<file path="src/rtl/mips_pkg.sv">
// ---------------------------------------------------------------------------
// mips_pkg : shared state codes, opcode/funct values and datapath encodings
// Rev 1.0
// ---------------------------------------------------------------------------
`default_nettype none

package mips_pkg;

  typedef enum logic [3:0] {
    S_IDLE      = 4'd0,
    S_FETCH     = 4'd1,
    S_DECODE    = 4'd2,
    S_MEM_ADDR  = 4'd3,
    S_MEM_RD    = 4'd4,
    S_MEM_WB    = 4'd5,
    S_MEM_WR    = 4'd6,
    S_R_EXEC    = 4'd7,
    S_R_WB      = 4'd8,
    S_ADDI_EXEC = 4'd9,
    S_ADDI_WB   = 4'd10,
    S_BRANCH    = 4'd11,
    S_JUMP      = 4'd12,
    S_JR        = 4'd13
  } state_t;

  typedef enum logic [2:0] {
    C_MEM_LD, C_MEM_ST, C_RTYPE, C_JR, C_ADDI, C_BR, C_JMP, C_ILL
  } iclass_t;

  localparam logic [5:0] OP_RTYPE = 6'b000000;
  localparam logic [5:0] OP_J     = 6'b000010;
  localparam logic [5:0] OP_JAL   = 6'b000011;
  localparam logic [5:0] OP_BEQ   = 6'b000100;
  localparam logic [5:0] OP_BNE   = 6'b000101;
  localparam logic [5:0] OP_ADDI  = 6'b001000;
  localparam logic [5:0] OP_LW    = 6'b100011;
  localparam logic [5:0] OP_SW    = 6'b101011;
  localparam logic [5:0] FN_JR    = 6'b001000;

  localparam logic [1:0] ALU_ADD   = 2'b00;
  localparam logic [1:0] ALU_SUB   = 2'b01;
  localparam logic [1:0] ALU_FUNCT = 2'b10;

  localparam logic [1:0] SRCB_REG     = 2'b00;
  localparam logic [1:0] SRCB_FOUR    = 2'b01;
  localparam logic [1:0] SRCB_IMM     = 2'b10;
  localparam logic [1:0] SRCB_IMM_SH2 = 2'b11;

  localparam logic [1:0] PCSRC_ALU    = 2'b00;
  localparam logic [1:0] PCSRC_ALUOUT = 2'b01;
  localparam logic [1:0] PCSRC_JUMP   = 2'b10;
  localparam logic [1:0] PCSRC_REG    = 2'b11;

endpackage

`default_nettype wire

</file>
<file path="src/rtl/mc_control_if.sv">
// ---------------------------------------------------------------------------
// mc_control_if : control-unit <-> datapath/memory signal bundle
// Rev 1.0
// ---------------------------------------------------------------------------
`default_nettype none

interface mc_control_if;
  logic [5:0] opcode;
  logic [5:0] funct;
  logic       zero;
  logic       mem_ready;
  logic       pc_write;
  logic       ir_write;
  logic       i_or_d;
  logic       mem_read;
  logic       mem_write;
  logic       mem_to_reg;
  logic       reg_dst;
  logic       link;
  logic       reg_write;
  logic       alu_src_a;
  logic [1:0] alu_src_b;
  logic [1:0] alu_op;
  logic [1:0] pc_source;
  logic       retire;
  logic       illegal;
  logic [3:0] state;

  modport master (
    input  opcode, funct, zero, mem_ready,
    output pc_write, ir_write, i_or_d, mem_read, mem_write, mem_to_reg, reg_dst,
           link, reg_write, alu_src_a, alu_src_b, alu_op, pc_source, retire,
           illegal, state
  );

  modport slave (
    output opcode, funct, zero, mem_ready,
    input  pc_write, ir_write, i_or_d, mem_read, mem_write, mem_to_reg, reg_dst,
           link, reg_write, alu_src_a, alu_src_b, alu_op, pc_source, retire,
           illegal, state
  );
endinterface

`default_nettype wire

</file>
<file path="src/rtl/mc_decode.sv">
// ---------------------------------------------------------------------------
// mc_decode : opcode/funct -> instruction class
// Rev 1.0
// ---------------------------------------------------------------------------
`default_nettype none

module mc_decode
  import mips_pkg::*;
(
  input  logic [5:0] i_opcode,
  input  logic [5:0] i_funct,
  output iclass_t    o_class
);

  always_comb begin
    o_class = C_ILL;
    case (i_opcode)
      OP_LW:          o_class = C_MEM_LD;
      OP_SW:          o_class = C_MEM_ST;
      OP_RTYPE:       o_class = (i_funct == FN_JR) ? C_JR : C_RTYPE;
      OP_ADDI:        o_class = C_ADDI;
      OP_BEQ, OP_BNE: o_class = C_BR;
      OP_J, OP_JAL:   o_class = C_JMP;
      default:        o_class = C_ILL;
    endcase
  end

endmodule

`default_nettype wire

</file>
<file path="src/rtl/mc_control.sv">
// ---------------------------------------------------------------------------
// mc_control : multi-cycle MIPS control FSM with ready-paced memory accesses
// Rev 1.0
// ---------------------------------------------------------------------------
`default_nettype none

module mc_control
  import mips_pkg::*;
#(
  parameter bit MEM_HANDSHAKE = 1'b1
) (
  input  logic          clk,
  input  logic          rst_n,
  mc_control_if.master  bus
);

  state_t  r_state;
  iclass_t w_class;
  logic    w_rdy;

  mc_decode u_decode (
    .i_opcode (bus.opcode),
    .i_funct  (bus.funct),
    .o_class  (w_class)
  );

  assign w_rdy     = MEM_HANDSHAKE ? bus.mem_ready : 1'b1;
  assign bus.state = r_state;

  always_ff @(posedge clk or negedge rst_n) begin
    if (!rst_n) begin
      r_state <= S_IDLE;
    end else begin
      case (r_state)
        S_IDLE:   r_state <= S_FETCH;
        S_FETCH:  r_state <= w_rdy ? S_DECODE : S_FETCH;
        S_DECODE: begin
          case (w_class)
            C_MEM_LD, C_MEM_ST: r_state <= S_MEM_ADDR;
            C_RTYPE:            r_state <= S_R_EXEC;
            C_JR:               r_state <= S_JR;
            C_ADDI:             r_state <= S_ADDI_EXEC;
            C_BR:               r_state <= S_BRANCH;
            C_JMP:              r_state <= S_JUMP;
            default:            r_state <= S_FETCH;
          endcase
        end
        S_MEM_ADDR:  r_state <= (w_class == C_MEM_ST) ? S_MEM_WR : S_MEM_RD;
        S_MEM_RD:    r_state <= w_rdy ? S_MEM_WB : S_MEM_RD;
        S_MEM_WR:    r_state <= w_rdy ? S_FETCH : S_MEM_WR;
        S_R_EXEC:    r_state <= S_R_WB;
        S_ADDI_EXEC: r_state <= S_ADDI_WB;
        default:     r_state <= S_FETCH;
      endcase
    end
  end

  // Moore decode; the only combinational inputs used are mem ready, zero and opcode.
  always_comb begin
    bus.pc_write   = 1'b0;
    bus.ir_write   = 1'b0;
    bus.i_or_d     = 1'b0;
    bus.mem_read   = 1'b0;
    bus.mem_write  = 1'b0;
    bus.mem_to_reg = 1'b0;
    bus.reg_dst    = 1'b0;
    bus.link       = 1'b0;
    bus.reg_write  = 1'b0;
    bus.alu_src_a  = 1'b0;
    bus.alu_src_b  = SRCB_REG;
    bus.alu_op     = ALU_ADD;
    bus.pc_source  = PCSRC_ALU;
    bus.retire     = 1'b0;
    bus.illegal    = 1'b0;
    case (r_state)
      S_FETCH: begin
        bus.mem_read  = 1'b1;
        bus.alu_src_b = SRCB_FOUR;
        bus.ir_write  = w_rdy;
        bus.pc_write  = w_rdy;
      end
      S_DECODE: begin
        bus.alu_src_b = SRCB_IMM_SH2;
        bus.illegal   = (w_class == C_ILL);
      end
      S_MEM_ADDR, S_ADDI_EXEC: begin
        bus.alu_src_a = 1'b1;
        bus.alu_src_b = SRCB_IMM;
      end
      S_MEM_RD: begin
        bus.mem_read = 1'b1;
        bus.i_or_d   = 1'b1;
      end
      S_MEM_WB: begin
        bus.reg_write  = 1'b1;
        bus.mem_to_reg = 1'b1;
        bus.retire     = 1'b1;
      end
      S_MEM_WR: begin
        bus.mem_write = 1'b1;
        bus.i_or_d    = 1'b1;
        bus.retire    = w_rdy;
      end
      S_R_EXEC: begin
        bus.alu_src_a = 1'b1;
        bus.alu_op    = ALU_FUNCT;
      end
      S_R_WB: begin
        bus.reg_dst   = 1'b1;
        bus.reg_write = 1'b1;
        bus.retire    = 1'b1;
      end
      S_ADDI_WB: begin
        bus.reg_write = 1'b1;
        bus.retire    = 1'b1;
      end
      S_BRANCH: begin
        // opcode[0] distinguishes bne from beq
        bus.alu_src_a = 1'b1;
        bus.alu_op    = ALU_SUB;
        bus.pc_source = PCSRC_ALUOUT;
        bus.pc_write  = bus.zero ^ bus.opcode[0];
        bus.retire    = 1'b1;
      end
      S_JUMP: begin
        bus.pc_source = PCSRC_JUMP;
        bus.pc_write  = 1'b1;
        bus.reg_write = (bus.opcode == OP_JAL);
        bus.link      = (bus.opcode == OP_JAL);
        bus.retire    = 1'b1;
      end
      S_JR: begin
        bus.pc_source = PCSRC_REG;
        bus.pc_write  = 1'b1;
        bus.retire    = 1'b1;
      end
      default: ;
    endcase
  end

endmodule

`default_nettype wire
</file>
<file path="src/flat_wrapper.sv">
// flat-port wrapper written by rule: the top's interface ports become plain ports
module mc_control_flat import mips_pkg::*;
#(
  parameter bit MEM_HANDSHAKE = 1'b1
)
  (clk, rst_n, bus_opcode, bus_funct, bus_zero, bus_mem_ready, bus_pc_write, bus_ir_write, bus_i_or_d, bus_mem_read, bus_mem_write, bus_mem_to_reg, bus_reg_dst, bus_link, bus_reg_write, bus_alu_src_a, bus_alu_src_b, bus_alu_op, bus_pc_source, bus_retire, bus_illegal, bus_state);
  mc_control_if bus_i ();
  input  logic clk;
  input  logic rst_n;
  input wire logic [$bits(bus_i.opcode)-1:0] bus_opcode;
  input wire logic [$bits(bus_i.funct)-1:0] bus_funct;
  input wire logic [$bits(bus_i.zero)-1:0] bus_zero;
  input wire logic [$bits(bus_i.mem_ready)-1:0] bus_mem_ready;
  output wire logic [$bits(bus_i.pc_write)-1:0] bus_pc_write;
  output wire logic [$bits(bus_i.ir_write)-1:0] bus_ir_write;
  output wire logic [$bits(bus_i.i_or_d)-1:0] bus_i_or_d;
  output wire logic [$bits(bus_i.mem_read)-1:0] bus_mem_read;
  output wire logic [$bits(bus_i.mem_write)-1:0] bus_mem_write;
  output wire logic [$bits(bus_i.mem_to_reg)-1:0] bus_mem_to_reg;
  output wire logic [$bits(bus_i.reg_dst)-1:0] bus_reg_dst;
  output wire logic [$bits(bus_i.link)-1:0] bus_link;
  output wire logic [$bits(bus_i.reg_write)-1:0] bus_reg_write;
  output wire logic [$bits(bus_i.alu_src_a)-1:0] bus_alu_src_a;
  output wire logic [$bits(bus_i.alu_src_b)-1:0] bus_alu_src_b;
  output wire logic [$bits(bus_i.alu_op)-1:0] bus_alu_op;
  output wire logic [$bits(bus_i.pc_source)-1:0] bus_pc_source;
  output wire logic [$bits(bus_i.retire)-1:0] bus_retire;
  output wire logic [$bits(bus_i.illegal)-1:0] bus_illegal;
  output wire logic [$bits(bus_i.state)-1:0] bus_state;
  assign bus_i.opcode = bus_opcode;
  assign bus_i.funct = bus_funct;
  assign bus_i.zero = bus_zero;
  assign bus_i.mem_ready = bus_mem_ready;
  assign bus_pc_write = bus_i.pc_write;
  assign bus_ir_write = bus_i.ir_write;
  assign bus_i_or_d = bus_i.i_or_d;
  assign bus_mem_read = bus_i.mem_read;
  assign bus_mem_write = bus_i.mem_write;
  assign bus_mem_to_reg = bus_i.mem_to_reg;
  assign bus_reg_dst = bus_i.reg_dst;
  assign bus_link = bus_i.link;
  assign bus_reg_write = bus_i.reg_write;
  assign bus_alu_src_a = bus_i.alu_src_a;
  assign bus_alu_src_b = bus_i.alu_src_b;
  assign bus_alu_op = bus_i.alu_op;
  assign bus_pc_source = bus_i.pc_source;
  assign bus_retire = bus_i.retire;
  assign bus_illegal = bus_i.illegal;
  assign bus_state = bus_i.state;
  mc_control #(.MEM_HANDSHAKE(MEM_HANDSHAKE)) u_core (.clk(clk), .rst_n(rst_n), .bus(bus_i));
endmodule
</file>
<file path="config.mk">
export PLATFORM = sky130hd
export DESIGN_NAME = mc_control_flat
export DESIGN_NICKNAME = d
export VERILOG_FILES = /design/src/rtl/mips_pkg.sv /design/src/rtl/mc_control_if.sv /design/src/rtl/mc_decode.sv /design/src/rtl/mc_control.sv /design/src/flat_wrapper.sv
export SDC_FILE = /design/constraint.sdc
export NUM_CORES = 1
export LEC_CHECK = 0
export CORE_UTILIZATION = 38
export DETAILED_ROUTE_END_ITERATION = 10
export GPL_TIMING_DRIVEN = 0
export PLACE_DENSITY = 0.79
export SYNTH_ARGS = -nofsm -noshare
export SYNTH_HDL_FRONTEND = slang
export SYNTH_SLANG_ARGS = --single-unit
</file>
<file path="constraint.sdc">
create_clock -name clk -period 2.5 [get_ports clk]
set_clock_uncertainty 0.15 [all_clocks]
set_input_delay 0.5 -clock clk [delete_from_list [all_inputs] [get_ports clk]]
set_output_delay 0.5 -clock clk [all_outputs]
set_load 0.02 [all_outputs]
</file>
==> results <==
- The run finished, with violations left.
- The final reports fail on negative setup slack.
- The detailed router finished its first iteration with 16 violations.
- The clock transition at the registers of the reported paths is 0.04 ns.
- Global routing used 22.3% of the available tracks across all layers.
- In this run the remaining antenna-violating nets after routing total 0.
- The count of max-cap constraint violations is 0.
- The most used flip-flop cell after synthesis is dfrtp_1.
- After routing the design area is 1170 um2.
- The share of total power dissipated in sequential elements is 15.0%.
- The number of max-slew violations in the final report is 0.
- For this run the aggregate overflow at the end of global routing stands at 0.
- The overall die height is 44.3 um.
- In the final layout, the share of cells above drive strength 1 is 20.9%.
- After layout, the worst path uses 108% of the clock period.
- TritonCTS built the clock tree.
- The time the worst path needs with I/O delays and setup is 2.70 ns.
- The share of the Yosys chip area taken by registers is 14.7%.
- After detailed routing, the number of vias per cell comes to 5.41.
- After synthesis the netlist holds a flip-flop and latch count of 4.
- The start-to-end type of the worst setup path is primary input to output port.
- In this run the static leakage power is 0.553 nW.
- In the final routed layout, each cell accounts on average for 11.9 um.
- Summed over all nets, the switching power comes to 0.521 mW.
- After detailed routing, the total wire length is 2.05 mm.
- By area the synthesized netlist is led by dfrtp_1, nor2_1, a21oi_1, nor3_1, o21ai_0.
- The part of the power in combinational logic is 77.3%.
- The worst setup path is captured at an output port.
- Of the post-synthesis cell area, the dominant cell type holds 14.7%.
- Buffers placed on the I/O ports in this run total 35.
- The number of flip-flops in the largest register is 4.
- The number of remaining DRC errors is 0.
- The number of cell rows is 14.
- Yosys printed 0 warnings.
- The number of filler instances in the final layout is 145.
- The first detailed-routing pass took 4 iterations.
- The number of nets in the finished design is 166.
- The cell area after synthesis is 681 um2.
- The maximum clock path buffer count is 2.
- A synthesized cell averages 6.48 um2.
- The final worst-path setup slack is -0.197 ns.
- The clock drives 4 sinks.
- The tree is rooted in a clkbuf_4.
- Synthesis produced a netlist with a net count of 121.
- Entering global routing, the biggest net connects 12 pins.
- The width of the chip is 44.3 um.
- After detailed placement, the total cell area comes to 1070 um2.
- At the pin with the least slew margin, the transition time is 0.404 ns.
- The initial core utilization is 42.7%.
- The area enclosed by the die boundary is 1960 um2.
- Of the total power, the share spent switching nets is 51.6%.
- For the worst flop-to-flop path, the logic depth is 5.
- The worst register-to-register path begins at u_core.bus.state[3]$_DFF_PN0_.
- The design internal power is 0.488 mW.
- The worst register-to-register path ends at u_core.bus.state[1]$_DFF_PN0_.
- The peak supply drop is 0.685 mV.
- The routed via count is 930.
- The critical path starts at bus_opcode[3].
- The largest total area in the synthesized netlist belongs to dfrtp_1.
- The capture point of the worst path is bus_illegal.
- The boundary pin count is 38.
- Compared with the post-synthesis result, the final layout area differs by 72.1%.
- Along the worst path, the maximum fanout reaches 2.
- The number of setup violations in the final report is 1.
- The maximum achievable frequency is 0.371 GHz.
- The clock latency reported for the late side of the worst-skew pair is 0.23 ns.
- The wire-length estimate of the detail-placed layout is 1.59 mm.
- The number of antenna violations at the first check in global routing was 0.
- The core area is 1590 um2.
- For the worst setup path, the data required time is 1.85 ns.
- The number of global-route vias before repair came to 799.
- The data arrival at the endpoint of the critical path is 2.05 ns.
- The hold violation total from the final report is 0.
- The antenna diode count is 0.
- The clock network burns 7.7% of the power.
- The worst register-to-register path has a setup slack of 0.75 ns.
- The power per cell area is 861 nW/um2.
- At the end of routability-driven placement, the weighted congestion stood at 0.826.
- The pre-CTS worst setup slack is -1.22 ns.
- Clock tree synthesis inserted a total of 3 buffers.
- The relative slew slack is 73.1%.
- The class of the worst hold path is primary input to asynchronous set/reset pin.
- In this run, synthesis inferred 0 flip-flops with an integrated enable.
- The synthesized netlist contains 37 unique library cells.
- The H-tree level count is 1.
- The kind of start point of the critical path is a primary input.
- The fraction of synthesis flops using an asynchronous set or reset pin is 100%.
- The first global-routing pass estimated 3.40 mm of wire.
- The number of instances in the synthesized netlist is 105.
- Setup repair after global routing could not meet its margin everywhere.
-- cell usage in the layout (no fill, tap or decap), drive strengths merged, types with 2 or more instances in the layout --
cell type / instances
xor2: 2
nor3: 7
or3: 3
clkdlybuf4s50: 17
buf: 13
inv: 6
nand3: 2
o21ai: 8
and3: 2
dlygate4sd2: 8
nor3b: 2
nor2: 16
o2bb2ai: 2
nand2: 8
dfrtp: 4
a21oi: 8
nand2b: 3
a31oi: 3
dlymetal6s2s: 4
clkbuf: 8
nor4b: 2
a211oi: 2
clkdlybuf4s15: 2
nor4: 2
-- logic make-up (layout without fill, tap and decap cells) --
group	after synthesis	after routing	synth area share, %
AOI/OAI and AO/OA	30	30	28.9
xor gates and xnor gates	3	3	3.86
buffers and inverters	15	58	9.37
DFF	4	4	14.7
and+or+nand+nor	53	53	43.2
-- layout make-up --
class	instances	area (um2)	share of cell area, %
well taps	24	30.0	2.56
flip-flops and latches	4	103	8.76
multi-input cells	86	542	46.3
repair buffers	42	403	34.4
clock buffers	3	22.5	1.92
inverters	6	22.5	1.92
plain buffers	7	48.8	4.17
-- power groups by stage --
| stage | Combinational, mW | Sequential [mW] | Clock (mW) |
|---|---|---|---|
| 6_report | 0.779 | 0.152 | 0.0777 |
| 4_1_cts | 0.774 | 0.150 | 0.0800 |
| 2_1_floorplan | 0.478 | 0.141 | 0 |
| 3_3_place_gp | 0.839 | 0.111 | 0 |
| 3_5_place_dp | 0.851 | 0.112 | 0 |
| 5_1_grt | 0.852 | 0.160 | 0.0865 |
-- Yosys cell counts (all sizes together), types with 3 or more instances --
cell / instances
nand2b: 3
dfrtp: 4
nor3: 7
clkbuf: 8
a31oi: 3
o21ai: 8
nor2: 16
inv: 6
nand2: 8
or3: 3
a21oi: 8
-- what timing repair did --
action	CTS	global route
hold buffers	0	0
endpoints found under the setup margin	19	7
setup buffers	5	2
pin swaps	5	3
gates resized for setup	44	11
-- worst max-delay path, stage by stage --
cell       delay [ns]
buf_8            0.10
or4_4            0.52
or3_4            0.36
o2111ai_4        0.21
nand2_2          0.10
nor3_4           0.12
buf_6            0.14
-- metal layers --
metal  up-vias  part of all wire, %  global-route usage (%)
li1        468                    -                       -
met1       423                   44                    29.1
met2        37                   50                    37.9
met3         2                  6.2                    4.08
met4         0                 0.39                    5.45
met5         -                    0                       0
-- through the flow --
step	utilization, %	TNS (ns)	instances	power [mW]	hold WS (ns)
after floorplan	-	-0.253	105	0.619	0.0544
after global placement	67.0	-3.57	164	0.950	0.504
after detailed placement	67.0	-3.81	164	0.963	0.517
after CTS	71.4	-0.298	170	1.00	0.323
after global routing	73.5	-0.247	172	1.10	0.323
final	73.5	-0.197	172	1.01	0.321
-- worst min path at each step --
stage / start / depth (start not counted) / end
6_report: rst_n / 1 / u_core.bus.state[2]$_DFF_PN0_
5_1_grt: rst_n / 1 / u_core.bus.state[3]$_DFF_PN0_
4_1_cts: rst_n / 1 / u_core.bus.state[2]$_DFF_PN0_
3_5_place_dp: u_core.bus.state[3]$_DFF_PN0_ / 2 / u_core.bus.state[0]$_DFF_PN0_
3_3_place_gp: u_core.bus.state[3]$_DFF_PN0_ / 2 / u_core.bus.state[0]$_DFF_PN0_
2_1_floorplan: rst_n / 0 / u_core.bus.state[0]$_DFF_PN0_
No activity file was read; power rests on OpenSTA's default activity.
